--- src/rtl/ipv4_parser.sv ---
// IPv4 header parser: extracts header fields, validates version/IHL/checksum,
// and re-times the beat stream by one cycle so L4 readiness lines up with it.
module ipv4_parser #(
    parameter int unsigned DATA_WIDTH = 64
) (
    input  logic                                  clk,
    input  logic                                  rst_n,
    input  logic [$clog2(DATA_WIDTH/8+1)-1:0]     idx_in,
    input  logic                                  last_flag_in,
    input  logic [DATA_WIDTH-1:0]                 tdata_in,
    input  logic                                  data_valid_in,
    input  logic                                  eth_parser_ready,
    input  logic [15:0]                           ethertype,
    input  logic [4:0]                            wcnt_eth,
    output logic [$clog2(DATA_WIDTH/8+1)-1:0]     idx_out,
    output logic                                  last_flag_out,
    output logic [DATA_WIDTH-1:0]                 tdata_out,
    output logic                                  data_valid_out,
    output logic                                  ipv4_parser_ready,
    output logic [4:0]                            wcnt_ipv4,
    output logic [7:0]                            protocol,
    output logic [3:0]                            ip_ihl,
    output logic [15:0]                           ip_total_length,
    output logic [7:0]                            ip_ttl,
    output logic [31:0]                           ip_src_addr,
    output logic [31:0]                           ip_dst_addr,
    output logic                                  ip_checksum_ok,
    output logic                                  header_error
);
    localparam int unsigned LANES = DATA_WIDTH / 8;

    typedef enum logic [1:0] {IDLE, HDR, PAYLOAD, DROP} state_t;

    state_t      state, state_n;
    logic [5:0]  bc, bc_n;
    logic [15:0] acc, acc_n;
    logic [7:0]  proto_sh, proto_sh_n;
    logic        eth_hold, eth_hold_n;
    logic        ready_n, cks_ok_n, herr_n;
    logic [4:0]  wcnt_n;
    logic [7:0]  protocol_n, ttl_n;
    logic [3:0]  ihl_n;
    logic [15:0] tl_n;
    logic [31:0] src_n, dst_n;

    // Next-state, header byte walk and field/checksum update
    always_comb begin : next_logic
        logic              parse;
        logic [4:0]        lo;
        logic [5:0]        bc_v;
        logic [15:0]       acc_v;
        logic [3:0]        ihl_v;
        logic [7:0]        b;
        logic [16:0]       sum17;
        logic              done;
        logic              err;
        int unsigned       k;

        state_n    = state;
        bc_n       = bc;
        acc_n      = acc;
        proto_sh_n = proto_sh;
        eth_hold_n = data_valid_in ? (eth_parser_ready && !last_flag_in) : eth_hold;
        ready_n    = ipv4_parser_ready;
        wcnt_n     = wcnt_ipv4;
        herr_n     = 1'b0;
        cks_ok_n   = ip_checksum_ok;
        protocol_n = protocol;
        ihl_n      = ip_ihl;
        tl_n       = ip_total_length;
        ttl_n      = ip_ttl;
        src_n      = ip_src_addr;
        dst_n      = ip_dst_addr;
        parse      = 1'b0;
        lo         = 5'd0;
        bc_v       = bc;
        acc_v      = acc;
        ihl_v      = ip_ihl;
        b          = 8'd0;
        sum17      = 17'd0;
        done       = 1'b0;
        err        = 1'b0;
        k          = 0;

        case (state)
            IDLE: begin
                ready_n = 1'b0;
                wcnt_n  = 5'd0;
                // Only a fresh rise of eth_parser_ready starts a frame
                if (data_valid_in && eth_parser_ready && !eth_hold) begin
                    if (ethertype != 16'h0800) begin
                        protocol_n = 8'd0;
                        state_n    = last_flag_in ? IDLE : DROP;
                    end else begin
                        parse = 1'b1;
                        lo    = wcnt_eth;
                        bc_v  = 6'd0;
                        acc_v = 16'd0;
                    end
                end
            end
            HDR: begin
                if (data_valid_in) parse = 1'b1;
            end
            PAYLOAD: begin
                ready_n = 1'b1;
                wcnt_n  = 5'd0;
                if (data_valid_in && last_flag_in) state_n = IDLE;
            end
            DROP: begin
                ready_n = 1'b0;
                wcnt_n  = 5'd0;
                if (data_valid_in && last_flag_in) state_n = IDLE;
            end
            default: state_n = IDLE;
        endcase

        if (parse) begin
            for (int unsigned i = 0; i < LANES; i++) begin
                if (i >= 32'(lo) && i < 32'(idx_in) && !done && !err) begin
                    b     = tdata_in[i*8 +: 8];
                    sum17 = {1'b0, acc_v} + (bc_v[0] ? {9'd0, b} : {1'b0, b, 8'd0});
                    acc_v = sum17[15:0] + {15'd0, sum17[16]};
                    case (bc_v)
                        6'd0: begin
                            ihl_v      = b[3:0];
                            ihl_n      = b[3:0];
                            protocol_n = 8'd0;
                            cks_ok_n   = 1'b0;
                            if (b[7:4] != 4'd4 || b[3:0] < 4'd5) err = 1'b1;
                        end
                        6'd2:  tl_n[15:8]   = b;
                        6'd3:  tl_n[7:0]    = b;
                        6'd8:  ttl_n        = b;
                        6'd9:  proto_sh_n   = b;
                        6'd12: src_n[31:24] = b;
                        6'd13: src_n[23:16] = b;
                        6'd14: src_n[15:8]  = b;
                        6'd15: src_n[7:0]   = b;
                        6'd16: dst_n[31:24] = b;
                        6'd17: dst_n[23:16] = b;
                        6'd18: dst_n[15:8]  = b;
                        6'd19: dst_n[7:0]   = b;
                        default: ;
                    endcase
                    if (!err && 6'(bc_v + 6'd1) == {ihl_v, 2'b00}) begin
                        done = 1'b1;
                        k    = i;
                    end
                    bc_v = 6'(bc_v + 6'd1);
                end
            end
            bc_n  = bc_v;
            acc_n = acc_v;
            if (err) begin
                herr_n     = 1'b1;
                protocol_n = 8'd0;
                state_n    = last_flag_in ? IDLE : DROP;
            end else if (done) begin
                protocol_n = proto_sh_n;
                cks_ok_n   = (acc_v == 16'hFFFF);
                state_n    = last_flag_in ? IDLE : PAYLOAD;
                // L4 starts inside this beat, or at lane 0 of the next one
                if (k + 1 < 32'(idx_in)) begin
                    ready_n = 1'b1;
                    wcnt_n  = 5'(k + 1);
                end else begin
                    ready_n = last_flag_in;
                    wcnt_n  = 5'd0;
                end
            end else if (last_flag_in) begin
                herr_n     = 1'b1;
                protocol_n = 8'd0;
                state_n    = IDLE;
            end else begin
                state_n = HDR;
            end
        end
    end

    // State, header tracking and all registered outputs
    always_ff @(posedge clk or negedge rst_n) begin
        if (!rst_n) begin
            state             <= IDLE;
            bc                <= 6'd0;
            acc               <= 16'd0;
            proto_sh          <= 8'd0;
            eth_hold          <= 1'b1;
            idx_out           <= '0;
            last_flag_out     <= 1'b0;
            tdata_out         <= '0;
            data_valid_out    <= 1'b0;
            ipv4_parser_ready <= 1'b0;
            wcnt_ipv4         <= 5'd0;
            protocol          <= 8'd0;
            ip_ihl            <= 4'd0;
            ip_total_length   <= 16'd0;
            ip_ttl            <= 8'd0;
            ip_src_addr       <= 32'd0;
            ip_dst_addr       <= 32'd0;
            ip_checksum_ok    <= 1'b0;
            header_error      <= 1'b0;
        end else begin
            state             <= state_n;
            bc                <= bc_n;
            acc               <= acc_n;
            proto_sh          <= proto_sh_n;
            eth_hold          <= eth_hold_n;
            idx_out           <= idx_in;
            last_flag_out     <= last_flag_in;
            tdata_out         <= tdata_in;
            data_valid_out    <= data_valid_in;
            ipv4_parser_ready <= ready_n;
            wcnt_ipv4         <= wcnt_n;
            protocol          <= protocol_n;
            ip_ihl            <= ihl_n;
            ip_total_length   <= tl_n;
            ip_ttl            <= ttl_n;
            ip_src_addr       <= src_n;
            ip_dst_addr       <= dst_n;
            ip_checksum_ok    <= cks_ok_n;
            header_error      <= herr_n;
        end
    end
endmodule
--- config.mk ---
export PLATFORM = sky130hd
export DESIGN_NAME = ipv4_parser
export DESIGN_NICKNAME = d
export VERILOG_FILES = /design/src/rtl/ipv4_parser.sv
export SDC_FILE = /design/constraint.sdc
export NUM_CORES = 2
export LEC_CHECK = 0
export CAP_MARGIN = 15
export CELL_PAD_IN_SITES_DETAIL_PLACEMENT = 2
export CELL_PAD_IN_SITES_GLOBAL_PLACEMENT = 2
export CORE_MARGIN = 2
export CORE_UTILIZATION = 35
export DETAILED_ROUTE_END_ITERATION = 7
export GPL_TIMING_DRIVEN = 0
export PLACE_DENSITY_LB_ADDON = 0.15
export REMOVE_ABC_BUFFERS = 1
export SLEW_MARGIN = 10
export SYNTH_ARGS = -nofsm -noshare
export SYNTH_HDL_FRONTEND = slang
export SYNTH_SLANG_ARGS = --single-unit
--- constraint.sdc ---
create_clock -name clk -period 36.1 [get_ports clk]
set_clock_uncertainty 0.15 [all_clocks]
set_input_delay 10.83 -clock clk [delete_from_list [all_inputs] [get_ports clk]]
set_output_delay 10.83 -clock clk [all_outputs]
set_load 0.02 [all_outputs]
# Word level (Yosys, flattened, before mapping)
# Index checks and enable logic that the tools add are counted.
# totals
mem_bits_ro,0
wordCells,672
ramBits,0
inputBits,94
latch_bits,0
memories,0
output_inout_bits,178
regBits,211
# classes
bitwise_logic,0
div,0
n_mux,403
n_addsub,25
n_mul,0
shift,0
reduce_logical,80
eq_ne,120
magnitude_cmp,25
# ops
cell,count
two-way mux 32 bit,37
two-way mux 8 bit,139
two-way mux 16 bit,36
equality test 6 x 4 -> 1 bit (second input constant),48
two-way mux 4 bit,50
equality test 6 x 5 -> 1 bit (second input constant),32
adder 16 x 16 -> 17 bit,8
adder 16 x 1 -> 16 bit,8
two-way mux 6 bit,18
two-way mux 1 bit,104
equality test 6 x 2 -> 1 bit (second input constant),16
adder 6 x 1 -> 6 bit (second input constant),8
equality test 6 bit,8
zero test 6 bit,8
two-way mux 5 bit,8
logical AND 1 bit,34
adder 32 x 1 -> 32 bit (second input constant),1
< comparator 32 x 4 -> 1 bit,1
< comparator 4 x 3 -> 1 bit (second input constant),8
!= test 4 x 3 -> 1 bit (second input constant),8
zero test 1 bit,24
>= comparator 3 x 5 -> 1 bit (first input constant),4
equality test 16 bit (second input constant),1
< comparator 3 x 4 -> 1 bit (first input constant),4
other kinds (18),40

# Depth between registers and ports, before layout
# depth
depth_word,89
mapped_depth,178
mapped_depth_nobuf,172

# Worst setup path before layout
# OpenSTA, ideal clock, no wires.
# synth_path
kind,input to register
startpoint,input port ethertype[4]
endpoint,register ip_checksum_ok
path_slack_ps,-3632
path_stages,170
path_buffers,5
arrival_time_ps,39516
t_required_ps,35884
cell_sequence,nor4_2 -> and4_1 -> buf_2 -> buf_4 -> nand2_1 -> clkbuf_1 -> clkbuf_1 -> clkbuf_1 -> nand2_1 -> nor2_1 -> ha_1 -> ha_1 -> o21a_1 -> o21a_1 -> o211ai_1 -> a21oi_1 -> o21a_1 -> o21ai_0 -> [134 not listed] -> a221o_1 -> o211ai_1 -> a41oi_1 -> o21ai_0 -> a21oi_1 -> o21bai_1 -> a21o_1 -> ha_1 -> ha_1 -> and3_1 -> nand3_1 -> or3_1 -> or2_2 -> or4_1 -> and3_1 -> a2111oi_0 -> nand4_1 -> nand2_1
# synth_via
elab_chain_len,63
elab_cells_between_ends,277
cone_classes,24 x add/sub; 8 x order compare; 10 x eq/ne; 175 x mux; 60 x reduce/logical
# synth_lines
item,line_no,rtl
from (decl),13,"input logic [15:0] ethertype,"
!= test 16 x 12 -> 1 bit (*),91,if (ethertype != 16'h0800) begin
branches (longest 62 deep; another with adder 16 x 16 -> 17 bit),--,
to (signal assigned),221,ip_checksum_ok <= cks_ok_n;
to (decl),27,"output logic ip_checksum_ok,"
# Mark *: on every way between the ends. The select of a mux whose other input is x is not followed.
# A chain may end at the register's enable or synchronous reset.

# Worst setup path in the final report
# layout_path
startpoint,input port tdata_in[1]
endpoint,register ip_checksum_ok
# layout_via
elab_chain_len,61
elab_cells_between_ends,240
cone_classes,22 x add/sub; 1 x order compare; 9 x eq/ne; 157 x mux; 51 x reduce/logical
# layout_lines
item,line_no,rtl
from (decl),10,"input logic [DATA_WIDTH-1:0] tdata_in,"
branches (longest 60 deep; another with adder 16 x 16 -> 17 bit),--,
two-way mux 1 bit (*),155,if (err) begin
# Marks and branches as above.

==> reports/summary.txt <==
status: complete, but fails checks
failing checks: negative setup slack
CTS root buffer: clkbuf_16
post-layout util: 0.441
Fmax: 24.8 MHz
Commonest cells post-synth: nor2_1, a21oi_1, nand2_1, mux2i_1, o21ai_0
Mapped Cells: 4361
final slew viol count: 0
TritonCTS Buffers: 30
async set-or-reset flop fraction in the synthesized netlist: 1.00
Synth cell types: 124
Synth-to-Final Area Change: 24.8%
worst setup path class: input port to flip-flop
PnR worst setup slack: -4.20 ns
Avg WL per Cell: 33.6 um
most frequent cell after synthesis: nor2_1
CP arrival: 40.74 ns
clock latency on the worst-skew pair: 0.66 ns
Cell Count, Final, Fillers Out: 5823
DP Worst Slack: -11.81 ns
H-tree Lvls: 1
Synth area leader: dfrtp_1
Via Count: 38200
CP max stage delay: 0.68 ns
drt pass-1 iters: 8
CP bufs+invs: 9
Ports: 272
GR Util All Layers: 0.394
die height: 302 um
vias in the first global route: 38400
Mapped Area: 0.0312 mm2
critical path's slowest cell: buf_2
initial antenna violation count: 11
crit-path most repeated cell: a21oi_2
Max-cap violations: 0
Worst-Margin Slew: 1.30 ns
CTS tree: built
Tightest Hold Check Type: flip-flop to flip-flop
post-synthesis sequential area ratio: 0.170
# setup viols final: 17
syn_area_per_cell: 7.14 um2
CP Launch Type: input port
Die ar.: 0.0914 mm2
Post-synth EDFFs: 0
dpl hpwl: 125 mm
minimum clock period: 40.30 ns
Placer Congestion: 0.952
routed wire length: 196 mm
GR Overflow Total: 0
largest net degree at the start of global routing: 93
Placed Cells incl. Taps: 5553
vias per inst: 6.56
first-pass GRT wire length: 267 mm
Yosys warning total: 0
die width: 302 um
Routed Antenna Nets: 0
RSZ-0062 raised after global routing: true
Rows: 109
post-synth top area share: 0.169
# DRC: 0
WP data required: 36.54 ns
number of synthesized register bits: 211
Initial Utilization: 0.353
clk sinks: 211
Buffers on Ports: 271
Hold-fix buffers, CTS: 0
predominant post-synthesis flop cell: dfrtp_1
Clock Tree Buf Depth: 3
Area contributors post-synth: dfrtp_1, mux2i_1, a21oi_1
critical-path maximum fanout: 18
Final period util: 1.12
Hold Fails Final Rpt: 0
Layout Nets: 4914
Setup TNS: -58.89 ns
layout cells sized above 1: 0.150
relative max-transition margin: 0.125
Crit. End Element: flip-flop
Initial DRC Count: 3670
clock-pin slew on the worst setup and hold paths: 0.06 ns
Top delay family on crit path: compound AO/OA/AOI/OAI gates
Core Box Area: 0.0882 mm2
[routing by layer]
layer | up-vias | GRT usage | share of wire
li1 | 16000 | - | -
met1 | 19300 | 0.508 | 0.39
met2 | 2124 | 0.626 | 0.44
met3 | 733 | 0.0654 | 0.090
met4 | 8 | 0.214 | 0.071
met5 | - | 0 | 0.00029
[state kept, by name, summed over array words and instances (netlist names)]
register           cells
acc                   16
bc                     6
data_valid_out         1
eth_hold               1
header_error           1
idx_out                4
ip_checksum_ok         1
ip_dst_addr           32
ip_ihl                 4
ip_src_addr           32
ip_total_length       16
ip_ttl                 8
ipv4_parser_ready      1
last_flag_out          1
proto_sh               8
protocol               8
state                  2
tdata_out             64
wcnt_ipv4              5
[path summary, 6_finish.rpt]
kind,from,end,slack [ns],cells past startpoint
setup / recovery,tdata_in[1],ip_checksum_ok,-4.20,156
hold / removal,wcnt_ipv4[0],wcnt_ipv4[0],0.33,1
setup reg to reg,state[0],ip_checksum_ok,5.82,157
hold reg to reg,wcnt_ipv4[0],wcnt_ipv4[0],0.33,1
max in group asynchronous,rst_n,ip_ttl[7],24.97,2
min in group asynchronous,rst_n,tdata_out[12],9.91,1
[repair_timing]
item                                    in CTS  in global routing
cloned                                       1                  0
buffers inserted                           149                 65
endpoints found under the setup margin      17                 17
pin swaps                                  165                104
resized for setup                          309                104
[metrics by stage]
step | hold WS (ns) | instance area, um2
5_1_grt | 0.347 | 38900
6_report | 0.333 | 38900
4_1_cts | 0.331 | 38100
3_5_place_dp | 0.313 | 34700
3_3_place_gp | 0.295 | 34200
2_1_floorplan | 0.280 | 30000
[layout make-up]
class                           instances  area [um2]
Timing Repair Buffer                  515        4640
Multi-Input combinational cell       3700       25700
Fill cell                           10100       49400
Clock inverter                         21         343
Tap cell                             1165        1460
Antenna cell                            7        17.5
Clock buffer                           34         806
Sequential cell                       211        5280
Inverter                              170         651
[logic make-up (layout without fill, tap and decap cells)]
family	count (synthesis)	count (layout)	synth area share
adders and majority gates	194	194	0.0794
DFF	211	211	0.170
xor gates and xnor gates	303	303	0.0881
other	0	7	0
AOI/OAI and AO/OA	1221	1221	0.243
muxes	367	367	0.120
buffers and inverters	451	740	0.0568
and+or+nand+nor	1614	1615	0.242
[layout by cell type, fill, tap and decap left out, types with 163 or more instances in the layout]
| master | count |
|---|---|
| a21oi_1 | 439 |
| buf_4 | 196 |
| clkdlybuf4s50_1 | 193 |
| dfrtp_1 | 210 |
| inv_1 | 163 |
| mux2i_1 | 316 |
| nand2_1 | 459 |
| nor2_1 | 527 |
| o21ai_0 | 205 |
| xnor2_1 | 208 |
Power is left out: the tool's default activity adds up to more than one toggle a clock period on the data nets, which glitch-free logic cannot reach.
